`src/rtl/wb_ram_arbiter.sv`:
```
// wb_ram_arbiter: two Wishbone ports sharing two single-port SRAM banks,
// round-robin arbitration per bank with a one-deep ack pipeline.
module wb_ram_arbiter #(
    parameter int ADDR_W  = 11,
    parameter int DATA_W  = 32,
    parameter int SEL_W   = 4,
    parameter int WADDR_W = 8
) (
    input  logic               wb_clk,
    input  logic               wb_reset,
    input  logic               pA_wb_cyc_i,
    input  logic               pA_wb_stb_i,
    input  logic               pA_wb_we_i,
    input  logic [ADDR_W-1:0]  pA_wb_addr_i,
    input  logic [DATA_W-1:0]  pA_wb_data_i,
    input  logic [SEL_W-1:0]   pA_wb_sel_i,
    output logic               pA_wb_stall_o,
    output logic               pA_wb_ack_o,
    output logic [DATA_W-1:0]  pA_wb_data_o,
    input  logic               pB_wb_cyc_i,
    input  logic               pB_wb_stb_i,
    input  logic               pB_wb_we_i,
    input  logic [ADDR_W-1:0]  pB_wb_addr_i,
    input  logic [DATA_W-1:0]  pB_wb_data_i,
    input  logic [SEL_W-1:0]   pB_wb_sel_i,
    output logic               pB_wb_stall_o,
    output logic               pB_wb_ack_o,
    output logic [DATA_W-1:0]  pB_wb_data_o,
    output logic               b0_en_o,
    output logic [SEL_W-1:0]   b0_we_o,
    output logic [WADDR_W-1:0] b0_addr_o,
    output logic [DATA_W-1:0]  b0_din_o,
    input  logic [DATA_W-1:0]  b0_dout_i,
    output logic               b1_en_o,
    output logic [SEL_W-1:0]   b1_we_o,
    output logic [WADDR_W-1:0] b1_addr_o,
    output logic [DATA_W-1:0]  b1_din_o,
    input  logic [DATA_W-1:0]  b1_dout_i
);
    logic reqA, reqB, bankA, bankB, conflict, prioHit, grantA, grantB;
    logic useA0, useB0, useA1, useB1;
    logic ackA, ackB, ackBankA, ackBankB, ackWeA, ackWeB, prio0, prio1;
    logic [SEL_W-1:0] ackSelA, ackSelB, weA, weB;
    logic [WADDR_W-1:0] waA, waB;
    logic [DATA_W-1:0] rdA, rdB;
    logic unusedAddrBits;

    function automatic logic [DATA_W-1:0] laneMask(input logic [SEL_W-1:0] sel);
        laneMask = '0;
        for (int i = 0; i < SEL_W; i++) laneMask[i*8 +: 8] = {8{sel[i]}};
    endfunction

    assign unusedAddrBits = ^{pA_wb_addr_i[1:0], pB_wb_addr_i[1:0]};
    assign reqA = pA_wb_cyc_i & pA_wb_stb_i;
    assign reqB = pB_wb_cyc_i & pB_wb_stb_i;
    assign bankA = pA_wb_addr_i[ADDR_W-1];
    assign bankB = pB_wb_addr_i[ADDR_W-1];
    assign conflict = reqA & reqB & (bankA == bankB);
    assign prioHit = bankA ? prio1 : prio0;
    // Nothing is granted in reset, so stall simply mirrors the request there.
    assign grantA = ~wb_reset & reqA & (~conflict | ~prioHit);
    assign grantB = ~wb_reset & reqB & (~conflict | prioHit);
    assign pA_wb_stall_o = reqA & ~grantA;
    assign pB_wb_stall_o = reqB & ~grantB;

    assign useA0 = grantA & ~bankA;
    assign useB0 = grantB & ~bankB;
    assign useA1 = grantA & bankA;
    assign useB1 = grantB & bankB;
    assign weA = pA_wb_we_i ? pA_wb_sel_i : '0;
    assign weB = pB_wb_we_i ? pB_wb_sel_i : '0;
    assign waA = pA_wb_addr_i[WADDR_W+1:2];
    assign waB = pB_wb_addr_i[WADDR_W+1:2];

    assign b0_en_o = useA0 | useB0;
    assign b0_we_o = useA0 ? weA : useB0 ? weB : '0;
    assign b0_addr_o = useA0 ? waA : useB0 ? waB : '0;
    assign b0_din_o = useA0 ? pA_wb_data_i : useB0 ? pB_wb_data_i : '0;
    assign b1_en_o = useA1 | useB1;
    assign b1_we_o = useA1 ? weA : useB1 ? weB : '0;
    assign b1_addr_o = useA1 ? waA : useB1 ? waB : '0;
    assign b1_din_o = useA1 ? pA_wb_data_i : useB1 ? pB_wb_data_i : '0;

    // Gating with reset discards an ack that was already in flight.
    assign rdA = ackBankA ? b1_dout_i : b0_dout_i;
    assign rdB = ackBankB ? b1_dout_i : b0_dout_i;
    assign pA_wb_ack_o = ackA & ~wb_reset;
    assign pB_wb_ack_o = ackB & ~wb_reset;
    assign pA_wb_data_o = (pA_wb_ack_o & ~ackWeA) ? rdA & laneMask(ackSelA) : '0;
    assign pB_wb_data_o = (pB_wb_ack_o & ~ackWeB) ? rdB & laneMask(ackSelB) : '0;

    always_ff @(posedge wb_clk) begin
        if (wb_reset) begin
            ackA <= 1'b0;
            ackB <= 1'b0;
            prio0 <= 1'b0;
            prio1 <= 1'b0;
        end else begin
            ackA <= grantA;
            ackB <= grantB;
            if (conflict & ~bankA) prio0 <= ~prio0;
            if (conflict & bankA) prio1 <= ~prio1;
        end
        ackBankA <= bankA;
        ackBankB <= bankB;
        ackWeA <= pA_wb_we_i;
        ackWeB <= pB_wb_we_i;
        ackSelA <= pA_wb_sel_i;
        ackSelB <= pB_wb_sel_i;
    end
endmodule

```
`config.mk`:
```
export PLATFORM = sky130hd
export DESIGN_NAME = wb_ram_arbiter
export DESIGN_NICKNAME = d
export VERILOG_FILES = /design/src/rtl/wb_ram_arbiter.sv
export SDC_FILE = /design/constraint.sdc
export NUM_CORES = 1
export LEC_CHECK = 0
export BUFFER_PORTS_ARGS = -buffer_cell sky130_fd_sc_hd__buf_2
export CAP_MARGIN = 15
export CORE_AREA = 3 3 123 125
export DETAILED_ROUTE_END_ITERATION = 7
export DIE_AREA = 0 0 126 128
export PLACE_DENSITY_LB_ADDON = 0.08
export SETUP_SLACK_MARGIN = 0.15
export SLEW_MARGIN = 20
export SYNTH_ARGS = -nofsm -noshare
export SYNTH_HDL_FRONTEND = slang
export SYNTH_SLANG_ARGS = --single-unit
export TNS_END_PERCENT = 5
```
`constraint.sdc`:
```
create_clock -name wb_clk -period 1.3 [get_ports wb_clk]
set_clock_uncertainty 0.05 [all_clocks]
set_input_delay 0.065 -clock wb_clk [delete_from_list [all_inputs] [get_ports wb_clk]]
set_output_delay 0.065 -clock wb_clk [all_outputs]
set_load 0.02 [all_outputs]
```
==> out/metrics.yaml, run 1 <==
floorplan:
  rows: 43
  die_w_um: 126
  die_area_sq_um: 16100
  pin_count: 324
  core_region_area_sq_um: 14000
  start_util: 0.241
  die_h_um: 128
timing:
  layout_setup_ws_ns: -0.534
  finalHoldViolCount: 0
  slew_viol_final: 0
  maxSlewHeadroom: 0.737
  max_freq_mhz: 545
  period_needed_ns: 1.83
  tns_ns: -46.78
  setup_violations: 156
  post-route-period-util: 1.41
  tightest_slew_ns: 0.390
  rsz0062_at_grt: "true"
synthesis:
  synth_cells: 487
  synth_warnings: 0
  synth_most_common_cell: "nand2_1"
  synth_top_cell_by_area: "mux2i_1"
  syn_nets: 653
  synth_area_leaders: "mux2i_1 19%, o311ai_0 11%, nand2_1 11%"
  synthArstFlopShare: 0
  synth_edf_count: 0
  synth_top_area_share: 0.193
  synth_area_sq_um: 3370
  syn-mean-instance-area_sq_um: 6.92
  ys_top_cells_by_count: "100 x nand2_1, 67 x nor2_1, 65 x mux2i_1, 44 x a22oi_1, 44 x o311ai_0"
  ys_seq_elements: 16
  synthFlopType: "dfxtp_1"
  ys_types: 36
  yosysSeqAreaShare: 0.0950
detailed_routing:
  ant_nets: 0
  vias: 5241
  dr_wl_met2_um: 9690
  wl_met1_um: 6620
  first_pass_iters: 4
  topRoutingLayerUsed: "met4"
  drt-total-wl_um: 17900
  drc_errors: 0
  viasPerCell: 5.28
  wire_per_inst_um: 18.0
  drt_iter0_drc: 238
  wl_met3_um: 1300
place:
  dp_cells: 972
  numPortBuffers: 319
  place_area_sq_um: 5650
  gp_congestion: 0.879
  hpwl_um: 13200
  preCtsSetupSlack_ns: -0.389
finish:
  syn_to_final_growth_pct: 96.7
  stdcell_area_sq_um: 6630
  drive_above_1_share: 0.560
  layout.nets: 980
  diodes: 0
  nFillCells: 1420
  finalNonFillerCells: 993
worst_setup_path:
  cp-start-kind: "flip-flop"
  worst-r2r-cell-count: 6
  critPathMaxFanout: 8
  critPathArrivalTime_ns: 1.72
  critPathKind: "reg -> out"
  r2r-start: "prio0"
  regToRegSetupSlack_ns: -0.14
  critPathRequiredTime_ns: 1.19
  reg2reg_to: "ackB"
  endpoint_kind: "primary output"
outcome:
  status: "finished with violations"
  violations: "setup timing"
global_route:
  grt_max_degree: 50
  grt_pass1_wl_um: 26700
  grt_overflow: 0
  first_global_vias: 5098
  track_usage: 0.197
  antenna_found_initial: 0
pwr:
  power.switching_mw: 0.959
  p_sw_frac: 0.370
  p_int_mw: 1.63
  combPwrFrac: 0.541
  pwr-share-seq: 0.206
  ir_drop_mv: 0.455
  power.leakage_nw: 3.25
  clkPwrFrac: 0.253
  powerDensity_nw_per_um2: 391
hold_path:
  whs_path_depth: 1
  holdCritStartpoint: "pA_wb_we_i"
  min_to: "ackWeA"
  hold_class: "in -> reg"
clocking:
  clockRootBuffer: "clkbuf_16"
  cts_sinks: 16
  cts_inserted_buffers: 3
  h-tree-depth: 1
  cts.clk_slew.worst_paths_ns: 0.05
  cts_tree: "built"
  cts.path.max_buffers: 2
  clock_latency_ns: 0.25
flow_run:
  drv_cap: 0
## layer usage
layer | vias to the layer above | track usage
li1 | 2514 | -
met1 | 2483 | 0.224
met2 | 224 | 0.383
met3 | 20 | 0.0333
met4 | 0 | 0.0454
met5 | - | 0
## worst max-delay path, stage by stage, from the launching register on
cell,delay [ns]
dfxtp_2,0.34
mux2_4,0.32
a31oi_4,0.23
buf_12,0.16
buf_16,0.13
a22o_1,0.17
buf_6,0.12
## kinds of logic after synthesis
logic type | share of synthesized area
AOI/OAI and AO/OA | 0.342
xor gates and xnor gates | 0.00742
buffers and inverters | 0.0883
DFF | 0.0950
muxes | 0.197
and+or+nand+nor | 0.269
## area by class of cell
class	count	area [sq um]	area share
tap	180	225	0.0340
multi-input combinational	414	3170	0.478
clock buffer	4	88.8	0.0134
sequential	16	325	0.0491
timing repair buffer	379	2820	0.425
## through the flow
stage / hold slack, ns / utilization / power, mW
finish: 0.0306 / 0.474 / 2.59
global route: 0.0385 / 0.474 / 2.74
CTS: 0.0216 / 0.455 / 2.55
detailed placement: 0.131 / 0.404 / 1.77
global placement: 0.133 / 0.404 / 1.75
floorplan: 0.0427 / - / 1.15
## registers in the layout, indices dropped and copies added (netlist names)
name,cells
ackB,1
prio0,1
ackBankB,1
ackSelB,4
ackA,1
ackWeA,1
prio1,1
ackWeB,1
ackSelA,4
ackBankA,1
## how the worst max path moves through the flow
stage	end	start
finish	b0_addr_o[1]	prio0
global route	b0_addr_o[1]	prio0
CTS	b0_din_o[16]	prio0
detailed placement	b0_din_o[10]	pA_wb_addr_i[10]
global placement	b0_din_o[10]	pA_wb_addr_i[10]
floorplan	b1_addr_o[0]	prio0
## placed cells by master, fill, tap and decap left out, types with 5 or more instances in the layout
cell,count
a22o_1,40
a22oi_2,35
nand2_1,92
buf_6,45
nor2_2,10
clkbuf_16,5
mux2i_1,64
dfxtp_1,12
buf_4,120
nand3_1,12
nand2_4,8
a22oi_1,9
dlygate4sd3_1,9
o311ai_0,12
buf_12,15
o311ai_1,28
buf_2,186
nor2_1,57
## what timing repair did
item	CTS	global route
setup endpoints to repair	157	160
cloned	1	3
pin swaps	13	7
buffers inserted	1	3
hold buffers	9	0
gates resized for setup	173	81
hold endpoints to repair	9	0
## power by group through the flow
stage	combinational [mW]	sequential [mW]	clock, mW
final	1.40	0.534	0.655
after global routing	1.51	0.536	0.696
after CTS	1.34	0.534	0.671
after detailed placement	1.23	0.536	0
after global placement	1.21	0.536	0
after floorplan	0.620	0.529	0
(Power assumes the default switching activity.)
==> run 2: changes to the inputs <==
--- a/constraint.sdc
+++ b/constraint.sdc
@@ -4,2 +4,2 @@
 set_output_delay 0.065 -clock wb_clk [all_outputs]
-set_load 0.02 [all_outputs]
+set_load 0.1 [all_outputs]
==> run 2 against run 1 <==
The run still ends with setup timing left. Cell area grew 35%. Sequential power down 1%. Global-route usage rose by 3.0 points. First-iteration DRC count fell by 10%. Non-clock buffer count up 26. Combinational power increased by 74%. Die area did not move. Clock-buffer cell count fell by 1. Wire length rose by 13%.
==> out/metrics.yaml, run 2 (synthesis results as in run 1) <==
outcome:
  status: "finished with violations"  # unchanged
  violations: "setup timing"  # unchanged
floorplan:
  start_util: 0.241  # unchanged
  die_area_sq_um: 16100  # unchanged
  rows: 43  # unchanged
  pin_count: 324  # unchanged
  die_w_um: 126  # unchanged
  core_region_area_sq_um: 14000  # unchanged
  die_h_um: 128  # unchanged
worst_setup_path:
  cp-start-kind: "flip-flop"  # unchanged
  critPathKind: "reg -> out"  # unchanged
  critical-path-top-delay-family: "buffers and inverters"  # unchanged
  reg2reg_to: "ackB"  # unchanged
  r2r-start: "prio0"  # unchanged
  critPathRequiredTime_ns: 1.19  # about the same
  critPathMaxFanout: 16  # was 8
  cp.depth: 6  # unchanged
  crit_path_top_delay_cell: "dfxtp_2"  # unchanged
  critPathLaunch: "prio0"  # unchanged
  worst-r2r-cell-count: 5  # was 6
  critPathArrivalTime_ns: 1.80  # was 1.72 ns
  critPathMostFrequentCell: "buf_12"
  regToRegSetupSlack_ns: -0.05  # was -0.14 ns
  cp-endpoint: "b0_din_o[31]"  # was b0_addr_o[1]
  cpPeakStageDelay_ns: 0.34  # about the same
  endpoint_kind: "primary output"  # unchanged
  path_cells: "mux2_4, a31oi_4, buf_12, buf_16, a22o_1, buf_12"  # was mux2_4, a31oi_4, buf_12, buf_16, a22o_1, buf_6
  path_buf_inv: 3  # unchanged
finish:
  nFillCells: 1137  # was 1420
  reg.largest.list: "ackSelA x4, ackSelB x4"  # unchanged
  layout.nets: 1006  # was 980
  stdcell_area_sq_um: 8920  # was 6630 sq um
  layout.cells.most_common: "buf_12"  # was buf_2
  syn_to_final_growth_pct: 165  # was 96.7%
  diodes: 0  # unchanged
  drive_above_1_share: 0.591  # was 0.560
  layout_common_cells: "165 x buf_12, 161 x buf_2, 100 x nand2_1"  # was 186 x buf_2, 120 x buf_4, 92 x nand2_1
  finalNonFillerCells: 1018  # was 993
global_route:
  antenna_found_initial: 1  # was 0
  track_usage: 0.227  # was 0.197
  grt_overflow: 0  # unchanged
  grt_pass1_wl_um: 30200  # was 26700 um
  grt_use_met2: 0.442  # was 0.383
  met1_usage: 0.241  # was 0.224
  grt_max_degree: 31  # was 50
  grt_util_met3: 0.0500  # was 0.0333
  first_global_vias: 5617  # was 5098
  busiest_layer: "met2"  # unchanged
hold_path:
  hold_class: "in -> reg"  # unchanged
  whs_path_depth: 1  # unchanged
timing:
  tns_ns: -73.95  # was -46.78 ns
  maxSlewHeadroom: 0.570  # was 0.737
  slew_viol_final: 0  # unchanged
  rsz0062_at_grt: "true"  # unchanged
  holdWs_ns: 0.0265  # was 0.0306 ns
  max_freq_mhz: 522  # was 545 MHz
  tightest_slew_ns: 0.642  # was 0.390 ns
  finalHoldViolCount: 0  # unchanged
  post-route-period-util: 1.47  # was 1.41
  layout_setup_ws_ns: -0.615  # was -0.534 ns
  period_needed_ns: 1.92  # was 1.83 ns
  setup_violations: 156  # unchanged
clocking:
  cts_tree: "built"  # unchanged
  cts_inserted_buffers: 3  # unchanged
  cts_sinks: 16  # unchanged
  clock_latency_ns: 0.24  # was 0.25 ns
  h-tree-depth: 1  # unchanged
  cts.clk_slew.worst_paths_ns: 0.04  # was 0.05 ns
  cts.path.max_buffers: 2  # unchanged
  clockRootBuffer: "clkbuf_16"  # unchanged
place:
  dp_cells: 990  # was 972
  place_area_sq_um: 8020  # was 5650 sq um
  hpwl_um: 15600  # was 13200 um
  gp_congestion: 0.955  # was 0.879
  numPortBuffers: 319  # unchanged
detailed_routing:
  ant_nets: 0  # unchanged
  drc_errors: 0  # unchanged
  wire_per_inst_um: 19.8  # was 18.0 um
  viasPerCell: 5.40  # was 5.28
  drt_iter0_drc: 214  # was 238
  drt-total-wl_um: 20200  # was 17900 um
  first_pass_iters: 5  # was 4
  vias: 5498  # was 5241
pwr:
  ir_drop_mv: 0.354  # was 0.455 mV
  powerDensity_nw_per_um2: 395  # was 391 nW/um^2
  power.leakage_nw: 3.81  # was 3.25 nW
flow_run:
  drv_cap: 0  # unchanged
==> run 2: cell types whose count changed in the layout (fill, tap and decap cells not counted), sizes merged <==
cell  delta
buf     +25
==> run 2: worst min path at each step <==
stage / slack (ns) / to / startpoint
2_1_floorplan: 0.04 / ackBankA / pA_wb_addr_i[10]
3_3_place_gp: 0.13 / ackSelB[3] / pB_wb_sel_i[3]
3_5_place_dp: 0.14 / ackSelB[3] / pB_wb_sel_i[3]
4_1_cts: 0.02 / ackWeA / pA_wb_we_i
5_1_grt: 0.03 / ackWeA / pA_wb_we_i
6_report: 0.03 / ackWeA / pA_wb_we_i
==> run 2: repair_timing <==
action	in CTS	in global routing
endpoints found under the setup margin	160	161
resized for setup	77	53
endpoints found under the hold margin	9	0
pin swaps	34	5
setup buffers	9	0
gates cloned	5	2
hold buffers	9	0
==> run 2: final cells by class <==
type	count	area (sq um)	area share
multi-input combinational	414	3390	0.379
clock buffer	3	75.1	0.00841
timing repair buffer	405	4910	0.551
sequential	16	325	0.0365
tap	180	225	0.0252
==> run 2: per-stage QoR <==
| stage | power, mW | util | setup WS [ns] |
|---|---|---|---|
| after global placement | 2.75 | 0.573 | -0.489 |
| after floorplan | 1.80 | - | -1.10 |
| final | 3.53 | 0.638 | -0.615 |
| after global routing | 3.67 | 0.638 | -0.677 |
| after detailed placement | 2.78 | 0.573 | -0.499 |
| after CTS | 3.49 | 0.621 | -0.624 |
==> run 2: per-layer routing <==
| metal | vias up | wire length [um] | share of wire |
|---|---|---|---|
| met1 | 2632 | 6990 | 0.35 |
| met5 | - | 13 | 0.00064 |
| met3 | 34 | 1620 | 0.080 |
| li1 | 2557 | - | - |
| met2 | 273 | 11100 | 0.55 |
| met4 | 2 | 483 | 0.024 |
==> run 2: power breakdown <==
group	total, mW	switching [mW]	internal, mW
sequential	0.527	0.0106	0.516
combinational	2.43	1.49	0.943
clock	0.570	0.168	0.402
total	3.53	1.67	1.86
